File: src/rtl/mdr_fetch_ctrl.sv
// mdr_fetch_ctrl: assembles one 16-bit MDR word from a 4-bit-wide memory with
// four nibble reads (base..base+3, big-endian: base lands in MDR[15:12]).
// Latency: done pulses 4*(MEM_LAT+1)+1 cycles after the ack cycle.
// Backpressure: req is only sampled in IDLE; req/base_addr are ignored while busy.
//
// Ports:
//   clk, reset_n      rising-edge clock, asynchronous active-low reset
//   req_i             fetch request (level), accepted in IDLE when abort_i=0
//   base_addr_i       nibble address of the most-significant nibble, captured on ack
//   abort_i           synchronous cancel; returns to IDLE without done
//   ack_o             combinational acceptance strobe
//   mem_rd_o          one-cycle read strobe per nibble
//   mem_addr_o        read address, valid with mem_rd_o, holds otherwise
//   mdr_en_o          one-hot MDR nibble enable (1000 = [15:12])
//   busy_o            high in every state except IDLE
//   done_o            one-cycle pulse after the fourth nibble is latched
module mdr_fetch_ctrl #(
    parameter int ADDR_W  = 12,
    parameter int MEM_LAT = 1     // legal range 1..7
) (
    input  logic              clk,
    input  logic              reset_n,
    input  logic              req_i,
    input  logic [ADDR_W-1:0] base_addr_i,
    input  logic              abort_i,
    output logic              ack_o,
    output logic              mem_rd_o,
    output logic [ADDR_W-1:0] mem_addr_o,
    output logic [3:0]        mdr_en_o,
    output logic              busy_o,
    output logic              done_o
);

    typedef enum logic [2:0] {
        S_IDLE  = 3'd0,
        S_ISSUE = 3'd1,
        S_WAIT  = 3'd2,
        S_LATCH = 3'd3,
        S_DONE  = 3'd4
    } state_t;

    localparam logic [2:0] LAT_M1 = 3'(MEM_LAT - 1);

    state_t            state_q, state_d;
    logic [1:0]        idx_q, idx_d;
    logic [2:0]        cnt_q, cnt_d;
    logic [ADDR_W-1:0] base_q, base_d;

    logic              mem_rd_q;
    logic [ADDR_W-1:0] mem_addr_q;
    logic [3:0]        mdr_en_q;
    logic              busy_q;
    logic              done_q;

    // Acceptance is the only Mealy output; req is ignored while reset is held.
    assign ack_o = reset_n && (state_q == S_IDLE) && req_i && !abort_i;

    always_comb begin
        state_d = state_q;
        idx_d   = idx_q;
        cnt_d   = cnt_q;
        base_d  = base_q;
        case (state_q)
            S_IDLE: begin
                if (req_i && !abort_i) begin
                    base_d  = base_addr_i;
                    idx_d   = 2'd0;
                    state_d = S_ISSUE;
                end
            end
            S_ISSUE: begin
                cnt_d   = LAT_M1;
                state_d = (MEM_LAT > 1) ? S_WAIT : S_LATCH;
            end
            S_WAIT: begin
                // Counter is loaded with MEM_LAT-1, so leaving on the 1->0 step
                // yields exactly MEM_LAT-1 WAIT cycles.
                cnt_d = cnt_q - 3'd1;
                if (cnt_q <= 3'd1) begin
                    state_d = S_LATCH;
                end
            end
            S_LATCH: begin
                if (idx_q == 2'd3) begin
                    state_d = S_DONE;
                end else begin
                    idx_d   = idx_q + 2'd1;
                    state_d = S_ISSUE;
                end
            end
            S_DONE: begin
                state_d = S_IDLE;
            end
            default: begin
                state_d = S_IDLE;
            end
        endcase
        // Abort overrides any transition out of a non-IDLE state; the current
        // cycle's outputs were already registered, so an abort in LATCH still
        // writes its nibble.
        if (abort_i && (state_q != S_IDLE)) begin
            state_d = S_IDLE;
            idx_d   = 2'd0;
        end
    end

    // Outputs are registered from the next state so they are pure decodes of
    // the state the machine is in during that cycle.
    always_ff @(posedge clk or negedge reset_n) begin
        if (!reset_n) begin
            state_q    <= S_IDLE;
            idx_q      <= 2'd0;
            cnt_q      <= 3'd0;
            base_q     <= '0;
            mem_rd_q   <= 1'b0;
            mem_addr_q <= '0;
            mdr_en_q   <= 4'b0000;
            busy_q     <= 1'b0;
            done_q     <= 1'b0;
        end else begin
            state_q  <= state_d;
            idx_q    <= idx_d;
            cnt_q    <= cnt_d;
            base_q   <= base_d;
            mem_rd_q <= (state_d == S_ISSUE);
            if (state_d == S_ISSUE) begin
                // Wraps modulo 2^ADDR_W by construction.
                mem_addr_q <= base_d + ADDR_W'(idx_d);
            end
            mdr_en_q <= (state_d == S_LATCH) ? (4'b1000 >> idx_d) : 4'b0000;
            busy_q   <= (state_d != S_IDLE);
            done_q   <= (state_d == S_DONE);
        end
    end

    assign mem_rd_o   = mem_rd_q;
    assign mem_addr_o = mem_addr_q;
    assign mdr_en_o   = mdr_en_q;
    assign busy_o     = busy_q;
    assign done_o     = done_q;

endmodule
File: config.mk
export PLATFORM = sky130hd
export DESIGN_NAME = mdr_fetch_ctrl
export DESIGN_NICKNAME = d
export VERILOG_FILES = /design/src/rtl/mdr_fetch_ctrl.sv
export SDC_FILE = /design/constraint.sdc
export NUM_CORES = 1
export LEC_CHECK = 0
export CAP_MARGIN = 20
export CORE_MARGIN = 1
export CORE_UTILIZATION = 35
export DETAILED_ROUTE_END_ITERATION = 8
export GPL_TIMING_DRIVEN = 0
export HOLD_SLACK_MARGIN = 0.03
export PLACE_DENSITY = 0.6
export SYNTH_ARGS = -nofsm -noshare
export SYNTH_HDL_FRONTEND = slang
export SYNTH_SLANG_ARGS = --single-unit
File: constraint.sdc
create_clock -name clk -period 4.4 [get_ports clk]
set_clock_uncertainty 0.2 [all_clocks]
set_input_delay 0.66 -clock clk [delete_from_list [all_inputs] [get_ports clk]]
set_output_delay 0.66 -clock clk [all_outputs]
set_load 0.02 [all_outputs]
; Word level (Yosys, flattened, before mapping)
; Cells that the tools add are included.
[word_totals]
regBits = 39
inputBits = 16
out_inout_bits = 20
[op_classes]
n_addsub = 3
order_cmp = 1
eq_ne = 7
n_shift = 1
mux = 13
reduce_logical = 10
[op_table]
columns = operator, n
row1 = 12-bit two-way mux, 2
row2 = 12-bit by 2-bit adder with 12-bit output, 1
row3 = 3-bit two-way mux, 4
row4 = 3-bit case mux with 4 select lines, 1
row5 = "3-bit by 2-bit equality test with 1-bit output, second input constant", 3
row6 = "3-bit by 1-bit equality test with 1-bit output, second input constant", 2
row7 = 2-bit two-way mux, 3
row8 = 3-bit case mux with 2 select lines, 1
row9 = 3-bit nonzero test, 2
row10 = 1-bit logical AND, 5
row11 = 4-bit two-way mux, 1
row12 = 2-bit case mux with 2 select lines, 1
row13 = "4-bit by 2-bit right shift with 4-bit output, first input constant", 1
row14 = "3-bit equality test, second input constant", 1
row15 = "3-bit by 1-bit less-or-equal comparator with 1-bit output, second input constant", 1
row16 = 3-bit logical NOT, 1
row17 = "3-bit by 1-bit subtractor with 3-bit output, second input constant", 1
row18 = "2-bit by 1-bit adder with 2-bit output, second input constant", 1
row19 = "2-bit equality test, second input constant", 1
row20 = 2-bit nonzero test, 1
row21 = 1-bit logical NOT, 1

; Depth between registers and ports, before layout
[logic_depth]
depth_word = 7
ltp_mapped = 15

; Worst setup path after synthesis
; OpenSTA, ideal clock, no wires.
[synth_timing]
path_type = input-to-reg
startpoint = in abort_i
endpoint = reg mem_addr_q[8] (netlist: mem_addr_o[8])
setup_ps = 121
arrival_ps = 3309
path_slack_ps = 770
stages = 14
path_buffers = 4
cell_sequence = or4b_1 -> buf_6 -> nor2_8 -> buf_12 -> buf_4 -> mux2_2 -> ha_1 -> inv_1 -> fa_1 -> clkbuf_1 -> nor3_1 -> xor2_1 -> o21a_1 -> a22o_1
[synth_between]
elab_cells_between_ends = 13
[synth_lines]
columns = item, line_no
row1 = from (decl), 25  ; input logic abort_i,
row2 = 1-bit logical NOT, 65  ; if (req_i && !abort_i) begin
row3 = 1-bit logical AND, 65
row4 = 12-bit two-way mux, 65
row5 = 12-bit two-way mux, 63  ; case (state_q)
row6 = named net base_d[0], 47  ; logic [ADDR_W-1:0] base_q, base_d;
row7 = 12-bit by 2-bit adder with 12-bit output, 128  ; mem_addr_q <= base_d + ADDR_W'(idx_d);
row8 = to (signal assigned), 128
row9 = to (decl), 50  ; logic [ADDR_W-1:0] mem_addr_q;
; The timed path passes the listed nets, and every way through them passes these cells.
; A chain may end at the register's enable or synchronous reset.

; Final worst setup path
[layout_timing]
startpoint = in abort_i
endpoint = reg mem_addr_q[8] (netlist: mem_addr_o[8])
[layout_between]
elab_chain_len = 6
elab_cells_between_ends = 13
[layout_lines]
columns = item, line_no
row1 = 1-bit logical NOT, 65
row2 = 1-bit logical AND, 65
row3 = 2-bit two-way mux, 65
row4 = 2-bit case mux with 2 select lines, 63
row5 = 2-bit two-way mux *, 101  ; if (abort_i && (state_q != S_IDLE)) begin
row6 = named net idx_d[0], 45  ; logic [1:0] idx_q, idx_d;
row7 = 12-bit by 2-bit adder with 12-bit output *, 128
; Mark *: on every way through the listed nets, which the timed path passes. The rest lies on a longest branch.

==> metrics.csv <==
stage,metric,value,unit
clock_network,cts_root_buf,clkbuf_8,
floorplan,die-area,6364,um2
power_and_ir_drop,peakVddDrop,0.0002510,V
global_route,grt_pass1_wl,8.217,mm
finish,fill_cells,552,
routing,wl_per_cell,14.37,um
finish,final_area,2689,um2
timing,post-route-period-util,93.00,%
finish,ff_latch_area,975.9,um2
critical_path,r2r-end,mem_addr_o[8],
worst_hold_path,holdCritPathClass,primary input to async pin,
run_status,status,finished clean,
logic_synthesis,syn-num-nets,225,
critical_path,required,4380,ps
routing,final_antenna_net_count,0,
global_route,antenna_found_initial,0,
timing,max_freq,0.2444,GHz
clock_network,postCtsHoldBufs,0,
logic_synthesis,synth_edf_count,0,
clock_network,cts_buffers,5,
routing,drt_iter0_drc,74,
finish,layout_commonest_cell,dfrtp_1,
timing,rsz0062_at_grt,false,
timing,maxSlewHeadroom,64.60,%
timing,finalMaxSlewViolations,0,
routing,drt-pass1-iter-count,4,
place,dpl_worst_slack,-137.7,ps
logic_synthesis,synth_seq_cells,39,
clock_network,clockBufferDepth,2,
floorplan,initial_core_util,37.30,%
power_and_ir_drop,leakagePower,0.001129,uW
flow_run,drv_cap,0,
logic_synthesis,synth_ff_type,dfrtp_1,
routing,routed_wl,4.583,mm
finish,area_growth,27.01,%
global_route,grt_pass1_vias,1740,
global_route,grt.total_usage,16.82,%
logic_synthesis,async_flop_share,100.0,%
critical_path,cp.arrival,4080,ps
global_route,busiest_layer,met2,
logic_synthesis,synth-seq-area-share,46.10,%
finish,multi_input_area,1032,um2
finish,antennaDiodeCount,0,
logic_synthesis,syn_area_per_cell,10.38,um2
global_route,overflow,0,
logic_synthesis,synth_area,2117,um2
timing,hold_violations,0,
routing,vias_per_cell,5.172,
place,dp_hpwl,3.412,mm
critical_path,startpoint_type,primary input,
global_route,use_met2,26.24,%
critical_path,crit_type,primary input to flip-flop,
clock_network,cts_tree,done,
floorplan,die_h,79.78,um
routing,route.vias.total,1650,
logic_synthesis,ys_warn_count,0,
timing,fin_ws,308.2,ps
clock_network,clkLatencyLatePin,290,ps
place,port_buffers,35,
finish,nNetsFinal,267,
floorplan,core,5675,um2
place,dpl_cell_area,2580,um2
global_route,use_met3,3.314,%
critical_path,r2r-start,state_q[1],
logic_synthesis,ys_types,52,
clock_network,cts_resized,0,
finish,drive_gt1_share,12.96,%
place,place_congestion,0.8309,
timing,period_minus_slack,4092,ps
critical_path,critPathCaptureType,flip-flop,
critical_path,r2r_cells,12,
floorplan,io_pins,36,
power_and_ir_drop,power_density,647.8,nW/um2
clock_network,clk_pin_slew,80,ps
global_route,grtUsageMet1,22.76,%
logic_synthesis,syn_inst,204,
critical_path,rrSetupSlack,790,ps
clock_network,cts_max_level,2,
routing,drc_errors,0,
clock_network,post_cts.repair.setup_buffers,0,
finish,final_util,47.38,%
timing,tightest_slew,527.0,ps
timing,setup_viol,0,
critical_path,cp_max_fo,10,
floorplan,rows,27,
floorplan,die_w,79.78,um
clock_network,cts.sinks,39,
finish,most-common-layout-cells,"dfrtp_1 (39), clkdlybuf4s50_1 (34), o21ai_0 (18)",
global_route,grt_max_degree,25,
worst max path at each step:
stage          slack, ps             to     from
5_1_grt               30  mem_addr_o[4]  abort_i
6_report             310  mem_addr_o[8]  abort_i
2_1_floorplan        770  mem_addr_o[8]  abort_i
3_3_place_gp         -90  mem_addr_o[8]  abort_i
3_5_place_dp        -140  mem_addr_o[8]  abort_i
4_1_cts              190  mem_addr_o[8]  abort_i
critical path, stage by stage:
cell and delay, ps:
clkdlybuf4s50_1 600, or4b_1 190, buf_6 140, nor2_8 40
buf_12 140, or3_1 340, a21oi_1 370, ha_1 270
inv_1 70, fa_1 520, nor3_1 270, xor2_1 90
o21a_1 170, a22o_1 180
logic make-up (layout without fill, tap and decap cells):
family | count (synthesis) | in the layout | share of synthesized area [%]
flip-flops | 39 | 39 | 46.10
XOR/XNOR | 12 | 12 | 4.965
buffers and inverters | 20 | 63 | 5.142
adder cells (fa/ha/maj) | 5 | 5 | 3.310
AO/OA/AOI/OAI | 43 | 43 | 13.59
multiplexers | 15 | 15 | 7.920
AND/OR/NAND/NOR | 70 | 70 | 18.97
stage by stage:
| stage | instances | TNS, ps | hold slack [ps] | power, uW |
|---|---|---|---|---|
| 6_report | 319 | 0 | 108.4 | 1742 |
| 3_3_place_gp | 311 | -193.1 | 260.7 | 1438 |
| 5_1_grt | 319 | 0 | 136.6 | 1890 |
| 3_5_place_dp | 312 | -351.8 | 271.2 | 1453 |
| 2_1_floorplan | 204 | 0 | 164.4 | 1172 |
| 4_1_cts | 320 | 0 | 112.3 | 1764 |
routing by layer:
metal	vias up	part of all wire, %
met3	6	3.8
met4	0	1.4
met1	792	48
li1	808	-
met5	-	0
met2	44	47
state kept, by name (all words and copies together), names as in the netlist, 2 cells and up:
signal and flops:
base_q 12, mem_addr_o 12, mdr_en_o 4, cnt_q 3, state_q 3, idx_q 2
cells in the mapped netlist (2+ instances only):
master	n	area [um2]
nor2b_1	2	12.51
nand2_1	13	48.80
nand3b_1	2	15.01
inv_1	11	41.29
or3_1	3	18.77
a21oi_1	7	35.03
buf_4	2	15.01
mux2i_1	4	40.04
a21o_1	2	15.01
nand4_1	4	25.02
mux2_2	10	112.6
o21a_1	3	22.52
and2_1	4	25.02
nor3_1	9	45.04
xor2_1	6	52.55
buf_2	2	10.01
clkbuf_1	3	11.26
o21ai_0	18	90.09
nand3_1	6	30.03
and3_1	6	37.54
ha_1	4	50.05
xnor2_1	6	52.55
dfrtp_1	39	975.9
nor2_1	10	37.54
power by group:
| group | internal (uW) | total [uW] | switching, uW |
|---|---|---|---|
| registers | 506 | 601 | 95.2 |
| logic | 398 | 839 | 441 |
| clock network | 169 | 302 | 133 |
| total | 1070 | 1740 | 670 |
layout make-up:
| type | count | share of cell area (%) |
|---|---|---|
| Buffer | 8 | 2.373 |
| Clock buffer | 5 | 2.559 |
| Clock inverter | 3 | 1.629 |
| Inverter | 11 | 1.536 |
| Multi-Input combinational cell | 145 | 38.39 |
| Sequential cell | 39 | 36.30 |
| Tap cell | 72 | 3.350 |
| Timing Repair Buffer | 36 | 13.87 |
No activity file was read; power rests on OpenSTA's default activity.
